### config.mk
export PLATFORM = sky130hd
export DESIGN_NAME = uart_tx_ctrl
export DESIGN_NICKNAME = d
export VERILOG_FILES = /design/src/rtl/soc_map_pkg.sv /design/src/rtl/sync_fifo.sv /design/src/rtl/uart_tx_ctrl.sv
export SDC_FILE = /design/constraint.sdc
export NUM_CORES = 1
export LEC_CHECK = 0
export CORE_AREA = 2 2 114 116
export DETAILED_ROUTE_END_ITERATION = 8
export DIE_AREA = 0 0 116 118
export MAX_ROUTING_LAYER = met4
export PLACE_DENSITY_LB_ADDON = 0.05
export SYNTH_ARGS = -nofsm -noshare
export SYNTH_HDL_FRONTEND = slang
export SYNTH_HIERARCHICAL = 1
export SYNTH_SLANG_ARGS = --single-unit
### constraint.sdc
create_clock -name clk -period 9.2 [get_ports clk]
set_input_delay 1.84 -clock clk [delete_from_list [all_inputs] [get_ports clk]]
set_output_delay 1.84 -clock clk [all_outputs]
set_load 0.01 [all_outputs]
### src/rtl/soc_map_pkg.sv
// Shared SoC memory map and UART TX controller definitions.
// Holds peripheral addresses, status-word layout and the TX FSM encoding.
package soc_map_pkg;

    localparam logic [31:0] UART_DATA_ADDR   = 32'h0000_4000;
    localparam logic [31:0] UART_STATUS_ADDR = 32'h0000_4004;
    localparam logic [31:0] RAM_BASE_ADDR    = 32'h0000_2000;
    localparam logic [31:0] RAM_LAST_ADDR    = 32'h0000_3FFF;

    localparam int STAT_FULL_BIT   = 0;
    localparam int STAT_EMPTY_BIT  = 1;
    localparam int STAT_ACTIVE_BIT = 2;
    localparam int STAT_OVF_BIT    = 3;
    localparam int STAT_COUNT_LSB  = 8;

    // Idle cycles the controller waits for the core to raise busy before giving up on it
    localparam int TX_ACK_TIMEOUT = 4;

    typedef enum logic [1:0] {
        TX_IDLE      = 2'd0,
        TX_WAIT_BUSY = 2'd1,
        TX_WAIT_DONE = 2'd2
    } tx_state_e;

    function automatic logic [31:0] uart_status_word(
        input logic [7:0] count,
        input logic       ovf,
        input logic       active,
        input logic       empty,
        input logic       full
    );
        logic [31:0] word;
        word                         = 32'h0000_0000;
        word[STAT_COUNT_LSB +: 8]    = count;
        word[STAT_OVF_BIT]           = ovf;
        word[STAT_ACTIVE_BIT]        = active;
        word[STAT_EMPTY_BIT]         = empty;
        word[STAT_FULL_BIT]          = full;
        return word;
    endfunction

endpackage

### src/rtl/sync_fifo.sv
// Single-clock FIFO with synchronous active-low reset.
// A push into a full FIFO is accepted only when a pop happens on the same edge.
module sync_fifo #(
    parameter int WIDTH = 8,
    parameter int DEPTH = 8
) (
    input  logic                     clk,
    input  logic                     rst_n,
    input  logic                     push,
    input  logic                     pop,
    input  logic [WIDTH-1:0]         wdata,
    output logic [WIDTH-1:0]         rdata,
    output logic                     full,
    output logic                     empty,
    output logic [$clog2(DEPTH):0]   count
);

    localparam int AW = (DEPTH > 1) ? $clog2(DEPTH) : 1;
    localparam int CW = $clog2(DEPTH) + 1;

    logic [WIDTH-1:0] mem_r [DEPTH];
    logic [AW-1:0]    wr_ptr_r;
    logic [AW-1:0]    rd_ptr_r;
    logic [CW-1:0]    count_r;
    logic             do_push_s;
    logic             do_pop_s;

    assign full      = (count_r == CW'(DEPTH));
    assign empty     = (count_r == CW'(0));
    assign do_pop_s  = pop && !empty;
    assign do_push_s = push && (!full || do_pop_s);
    assign rdata     = mem_r[rd_ptr_r];
    assign count     = count_r;

    // Storage array; no reset so it can map onto plain RAM
    always_ff @(posedge clk) begin
        if (do_push_s) begin
            mem_r[wr_ptr_r] <= wdata;
        end
    end

    // Pointers wrap naturally because DEPTH is a power of two
    always_ff @(posedge clk) begin
        if (!rst_n) begin
            wr_ptr_r <= AW'(0);
            rd_ptr_r <= AW'(0);
            count_r  <= CW'(0);
        end else begin
            if (do_push_s) begin
                wr_ptr_r <= wr_ptr_r + AW'(1);
            end
            if (do_pop_s) begin
                rd_ptr_r <= rd_ptr_r + AW'(1);
            end
            case ({do_push_s, do_pop_s})
                2'b10:   count_r <= count_r + CW'(1);
                2'b01:   count_r <= count_r - CW'(1);
                default: count_r <= count_r;
            endcase
        end
    end

endmodule

### src/rtl/uart_tx_ctrl.sv
// CPU-facing UART transmit controller: address decode, byte FIFO, status word,
// and a handshake FSM that feeds one byte at a time to the UART TX core.
module uart_tx_ctrl
    import soc_map_pkg::*;
#(
    parameter int          FIFO_DEPTH  = 8,
    parameter logic [31:0] DATA_ADDR   = UART_DATA_ADDR,
    parameter logic [31:0] STATUS_ADDR = UART_STATUS_ADDR
) (
    input  logic        clk,
    input  logic        rst_n,
    input  logic [31:0] addr,
    input  logic [31:0] data_from_cpu,
    input  logic        mem_write_cpu,
    input  logic        mem_read_cpu,
    output logic [31:0] status_to_cpu,
    input  logic        uart_busy,
    output logic        uart_start,
    output logic [7:0]  uart_data
);

    localparam int CW = $clog2(FIFO_DEPTH) + 1;

    logic            push_req_s;
    logic            status_rd_s;
    logic            overflow_event_s;
    logic            pop_s;
    logic            fifo_full_s;
    logic            fifo_empty_s;
    logic [CW-1:0]   fifo_count_s;
    logic [7:0]      head_s;
    logic            unused_s;

    tx_state_e       state_r;
    tx_state_e       state_nx_s;
    logic [2:0]      wait_cnt_r;
    logic [2:0]      wait_cnt_nx_s;
    logic            overflow_r;
    logic            uart_start_r;
    logic [7:0]      uart_data_r;

    assign push_req_s       = mem_write_cpu && (addr == DATA_ADDR);
    assign status_rd_s      = mem_read_cpu && (addr == STATUS_ADDR);
    assign overflow_event_s = push_req_s && fifo_full_s && !pop_s;
    assign unused_s         = ^data_from_cpu[31:8];

    assign status_to_cpu = status_rd_s
        ? uart_status_word(8'(fifo_count_s), overflow_r, (state_r != TX_IDLE),
                           fifo_empty_s, fifo_full_s)
        : 32'h0000_0000;

    assign uart_start = uart_start_r;
    assign uart_data  = uart_data_r;

    sync_fifo #(
        .WIDTH (8),
        .DEPTH (FIFO_DEPTH)
    ) u_fifo (
        .clk   (clk),
        .rst_n (rst_n),
        .push  (push_req_s),
        .pop   (pop_s),
        .wdata (data_from_cpu[7:0]),
        .rdata (head_s),
        .full  (fifo_full_s),
        .empty (fifo_empty_s),
        .count (fifo_count_s)
    );

    // Handshake FSM next-state and pop decision
    always_comb begin
        state_nx_s    = state_r;
        wait_cnt_nx_s = wait_cnt_r;
        pop_s         = 1'b0;
        case (state_r)
            TX_IDLE: begin
                if (!fifo_empty_s && !uart_busy) begin
                    pop_s         = 1'b1;
                    state_nx_s    = TX_WAIT_BUSY;
                    wait_cnt_nx_s = 3'd0;
                end else begin
                    state_nx_s    = TX_IDLE;
                end
            end
            TX_WAIT_BUSY: begin
                if (uart_busy) begin
                    state_nx_s    = TX_WAIT_DONE;
                end else if (wait_cnt_r == 3'(TX_ACK_TIMEOUT - 1)) begin
                    // Core never acknowledged; treat the byte as sent
                    state_nx_s    = TX_IDLE;
                end else begin
                    wait_cnt_nx_s = wait_cnt_r + 3'd1;
                end
            end
            TX_WAIT_DONE: begin
                if (!uart_busy) begin
                    state_nx_s = TX_IDLE;
                end else begin
                    state_nx_s = TX_WAIT_DONE;
                end
            end
            default: begin
                state_nx_s = TX_IDLE;
            end
        endcase
    end

    // FSM state, sticky overflow and registered core-side outputs
    always_ff @(posedge clk) begin
        if (!rst_n) begin
            state_r      <= TX_IDLE;
            wait_cnt_r   <= 3'd0;
            overflow_r   <= 1'b0;
            uart_start_r <= 1'b0;
            uart_data_r  <= 8'h00;
        end else begin
            state_r      <= state_nx_s;
            wait_cnt_r   <= wait_cnt_nx_s;
            uart_start_r <= pop_s;
            if (pop_s) begin
                uart_data_r <= head_s;
            end
            if (overflow_event_s) begin
                overflow_r <= 1'b1;
            end else if (status_rd_s) begin
                overflow_r <= 1'b0;
            end
        end
    end

endmodule

==> out/qor.tcl <==
set qor(power.static_leakage_nw) 1.76
set qor(floorplan.die.height_um) 118
set qor(drv.max_cap_violation_count) 0
set qor(grt_setup_unrepaired) {false}
set qor(clk_root_buffer_cell) {sky130_fd_sc_hd__clkbuf_16}
set qor(detail_route.drc_violations) 0
set qor(global_route_wire_length_before_repair_um) 13200
set qor(synth_area_mm2) 0.00429
set qor(cts_inserted_buffers) 9
set qor(busiest_layer) {met2}
set qor(ir_drop_mv) 0.104
set qor(timing.critical_path.fanout_max) 8
set qor(drt-pass1-iter-count) 4
set qor(io_pins) 110
set qor(final-hold-violation-count) 0
set qor(postLayoutCellArea_mm2) 0.00526
set qor(global_route.usage.met2) 0.204
set qor(whs_endpoint) {overflow_r}
set qor(timing_worst_setup_path_type) {in2out}
set qor(pin_count_of_the_biggest_net_entering_global_routing) 22
set qor(result_of_the_run) {complete, no violations}
set qor(die_area_mm2) 0.0137
set qor(synthArstFlopShare) 0
set qor(floorplan.rows) 41
set qor(layout.nets) 440
set qor(yosys_most_used_dff) {sky130_fd_sc_hd__edfxtp_1}
set qor(power_density_mw_per_mm2) 158
set qor(synth_top_family_by_area) {simple AND/OR/NAND/NOR gates}
set qor(worstSkewPairLatency_ns) 0.34
set qor(holdBufCountCts) 0
set qor(critPathRequiredTime_ns) 7.36
set qor(holdPathStages) 2
set qor(io_buffer_count) 61
set qor(number_of_antenna_violations_at_the_first_check_in_global_routing) 0
set qor(insertedDiodeCount) 0
set qor(syn_to_final_growth_pct) 22.7
set qor(yosys.area_share.adder) 0.0309
set qor(synth-seq-area-share) 0.579
set qor(fillCellCount) 1174
set qor(routedWlPerCell_um) 15.9
set qor(rr_endpoint) {u_fifo/count[3]}
set qor(fraction_of_final_layout_cells_with_drive_strength_greater_than_1) 0.131
set qor(groute.layer.met3.usage) 0.0294
set qor(setup_viol_count_final) 0
set qor(synth-xor-area-share) 0.0143
set qor(die_width_um) 116
set qor(cts_tree) {yes}
set qor(placeableCoreArea_mm2) 0.0124
set qor(final.setup_skew_ns) 0.00545
set qor(post_synth_and_or_nand_nor_area_fraction) 0.127
set qor(grt_met1_use) 0.174
set qor(reg2reg_depth) 13
set qor(tightest_slew_ns) 1.06
set qor(post-route-period-util) 0.620
set qor(post_dp_cell_area_mm2) 0.00497
set qor(postRouteWirelength_um) 8540
set qor(post-dp-hpwl_um) 5770
set qor(via_per_inst) 4.57
set qor(final.setup.tns_ns) 0
set qor(cts.repair_timing.setup_buffer_count) 0
set qor(worst_hold_path_type) {reg2reg}
set qor(timing_max_transition_violations_final) 0
set qor(synth.mux.area_fraction) 0.126
set qor(slew_headroom) 0.290
set qor(drt_first_iter_violations) 110
set qor(grt_overflow_total) 0
set qor(critical_path.reg2reg.startpoint) {u_fifo/count[1]}
set qor(max_clock_freq_mhz) 175
set qor(setup.worst_path.end_class) {output port}
set qor(rrSetupSlack_ns) 5.21
set qor(clk_transition_reported_paths_ns) 0.06
set qor(antenna_left) 0
set qor(track_usage) 0.136
set qor(cts_resized) 0
set qor(hold_start) {overflow_r}
set qor(htree_levels) 3
set qor(syn-instance-count) 299
set qor(gp_congestion) 0.696
set qor(clock_period_minus_final_worst_setup_slack_ns) 5.70
set qor(syn_avg_cell_area_um2) 14.3
set qor(cts.sinks) 92
set qor(unique_masters_post_synth) 55
set qor(first_global_vias) 2505
set qor(number_of_synthesized_register_bits) 92
set qor(vias_after_detailed_routing) 2456
set qor(ys.warnings.count) 6
set qor(worstSetupStartpointType) {input pin}
set qor(number_of_enable_flip_flop_cells_after_synthesis) 64
set qor(effective_utilization_at_floorplan) 0.345
set qor(worst_endpoint_data_arrival_time_ns) 3.86
set qor(synth_compound_area_frac) 0.0546
set qor(cts.path.max_buffers) 2
==> worst max-delay path by stage <==
| stage | startpoint | end | slack [ns] | cells after the start |
|---|---|---|---|---|
| 2_1_floorplan | addr[13] | status_to_cpu[2] | 4.56 | 3 |
| 3_3_place_gp | addr[8] | status_to_cpu[0] | 3.45 | 6 |
| 3_5_place_dp | addr[8] | status_to_cpu[8] | 3.45 | 6 |
| 4_1_cts | addr[8] | status_to_cpu[8] | 3.45 | 6 |
| 5_1_grt | addr[1] | status_to_cpu[1] | 3.35 | 6 |
| 6_report | addr[8] | status_to_cpu[1] | 3.50 | 6 |
==> cells by family after synthesis <==
logic type	after synthesis
DFF	92
adders and majority gates	10
buffers and inverters	44
and+or+nand+nor	88
muxes	29
other	1
xor gates and xnor gates	7
AOI/OAI and AO/OA	28
==> per-stage QoR <==
step                      setup WS (ns)   util  hold WS [ns]  instances  power, mW
after global placement             3.45  0.401         0.447        522      0.483
after floorplan                    4.56      -         0.437        322      0.466
after CTS                          3.45  0.424         0.469        538      0.845
after detailed placement           3.45  0.401         0.460        522      0.484
after global routing               3.35  0.424         0.488        538      0.865
final                              3.50  0.424         0.463        538      0.833
==> where the power goes <==
| group | internal (mW) | switching, mW |
|---|---|---|
| logic | 0.0182 | 0.0146 |
| registers | 0.442 | 0.00000000000566 |
| clock network | 0.210 | 0.148 |
==> cells in the final DEF (no fill, tap or decap), types with 3 or more instances in the layout <==
master / count
sky130_fd_sc_hd__and2_1: 13
sky130_fd_sc_hd__nand2b_1: 5
sky130_fd_sc_hd__a21boi_0: 8
sky130_fd_sc_hd__a21oi_1: 3
sky130_fd_sc_hd__nor2_1: 15
sky130_fd_sc_hd__clkdlybuf4s50_1: 61
sky130_fd_sc_hd__ha_1: 9
sky130_fd_sc_hd__mux2_2: 8
sky130_fd_sc_hd__xor2_1: 3
sky130_fd_sc_hd__dfxtp_1: 28
sky130_fd_sc_hd__nor2b_1: 4
sky130_fd_sc_hd__nand2_1: 23
sky130_fd_sc_hd__inv_1: 9
sky130_fd_sc_hd__nor4_2: 5
sky130_fd_sc_hd__xnor2_1: 4
sky130_fd_sc_hd__nor3_2: 5
sky130_fd_sc_hd__conb_1: 24
sky130_fd_sc_hd__clkbuf_1: 3
sky130_fd_sc_hd__mux4_1: 10
sky130_fd_sc_hd__clkbuf_16: 9
sky130_fd_sc_hd__mux4_2: 6
sky130_fd_sc_hd__mux2i_1: 5
sky130_fd_sc_hd__edfxtp_1: 64
==> area by class of cell <==
class | instances | area (µm²) | share of cell area
clock buffer | 12 | 236 | 0.0450
clock inverter | 4 | 50.0 | 0.00952
inverter | 10 | 37.5 | 0.00714
multi-input combinational | 186 | 1620 | 0.308
sequential | 92 | 2480 | 0.472
tap | 172 | 215 | 0.0409
timing repair buffer | 62 | 618 | 0.118
==> critical path: stages <==
cell and delay [ns]:
sky130_fd_sc_hd__clkdlybuf4s50_1 0.44, sky130_fd_sc_hd__nor4_4 0.31, sky130_fd_sc_hd__nand4_2 0.22, sky130_fd_sc_hd__nor3_4 0.33, sky130_fd_sc_hd__and2_1 0.17, sky130_fd_sc_hd__clkdlybuf4s50_1 0.54
==> registers in the layout (all words and copies together) (netlist names), named ones only <==
name and flops:
u_fifo/rd_ptr_r 3, uart_start 1, overflow_r 1, wait_cnt_r 3, u_fifo/count 4, u_fifo/wr_ptr_r 3, u_fifo/mem_r 64, uart_data 8
state_r 2
==> synth_stat cells, types with 2 or more instances <==
master	n	area, µm²
sky130_fd_sc_hd__a21boi_0	8	60.1
sky130_fd_sc_hd__a21oi_1	3	15.0
sky130_fd_sc_hd__and2_1	13	81.3
sky130_fd_sc_hd__and3_1	2	12.5
sky130_fd_sc_hd__buf_4	24	180
sky130_fd_sc_hd__buf_6	2	22.5
sky130_fd_sc_hd__clkbuf_1	3	11.3
sky130_fd_sc_hd__clkbuf_2	2	10.0
sky130_fd_sc_hd__dfxtp_1	28	561
sky130_fd_sc_hd__edfxtp_1	64	1920
sky130_fd_sc_hd__ha_1	9	113
sky130_fd_sc_hd__inv_1	9	33.8
sky130_fd_sc_hd__mux2_2	8	90.1
sky130_fd_sc_hd__mux2i_1	5	50.1
sky130_fd_sc_hd__mux4_1	10	263
sky130_fd_sc_hd__mux4_2	6	135
sky130_fd_sc_hd__nand2_1	23	86.3
sky130_fd_sc_hd__nand2b_1	5	31.3
sky130_fd_sc_hd__nand3_1	2	10.0
sky130_fd_sc_hd__nand4_1	2	12.5
sky130_fd_sc_hd__nand4_2	2	25.0
sky130_fd_sc_hd__nor2_1	15	56.3
sky130_fd_sc_hd__nor2b_1	4	25.0
sky130_fd_sc_hd__nor3_1	6	30.0
sky130_fd_sc_hd__nor4_1	2	12.5
sky130_fd_sc_hd__nor4_2	5	62.6
sky130_fd_sc_hd__nor4_4	2	42.5
sky130_fd_sc_hd__o211ai_1	2	15.0
sky130_fd_sc_hd__o21ai_0	2	10.0
sky130_fd_sc_hd__xnor2_1	4	35.0
sky130_fd_sc_hd__xor2_1	3	26.3
==> metal layers <==
layer | up-vias | share of wire | wire, µm
met5 | - | 0 | 0
met4 | 0 | 0.021 | 182
li1 | 1190 | - | -
met1 | 1177 | 0.46 | 3950
met2 | 78 | 0.44 | 3800
met3 | 11 | 0.071 | 609
Note: power is estimated with default switching activity, not from simulation.
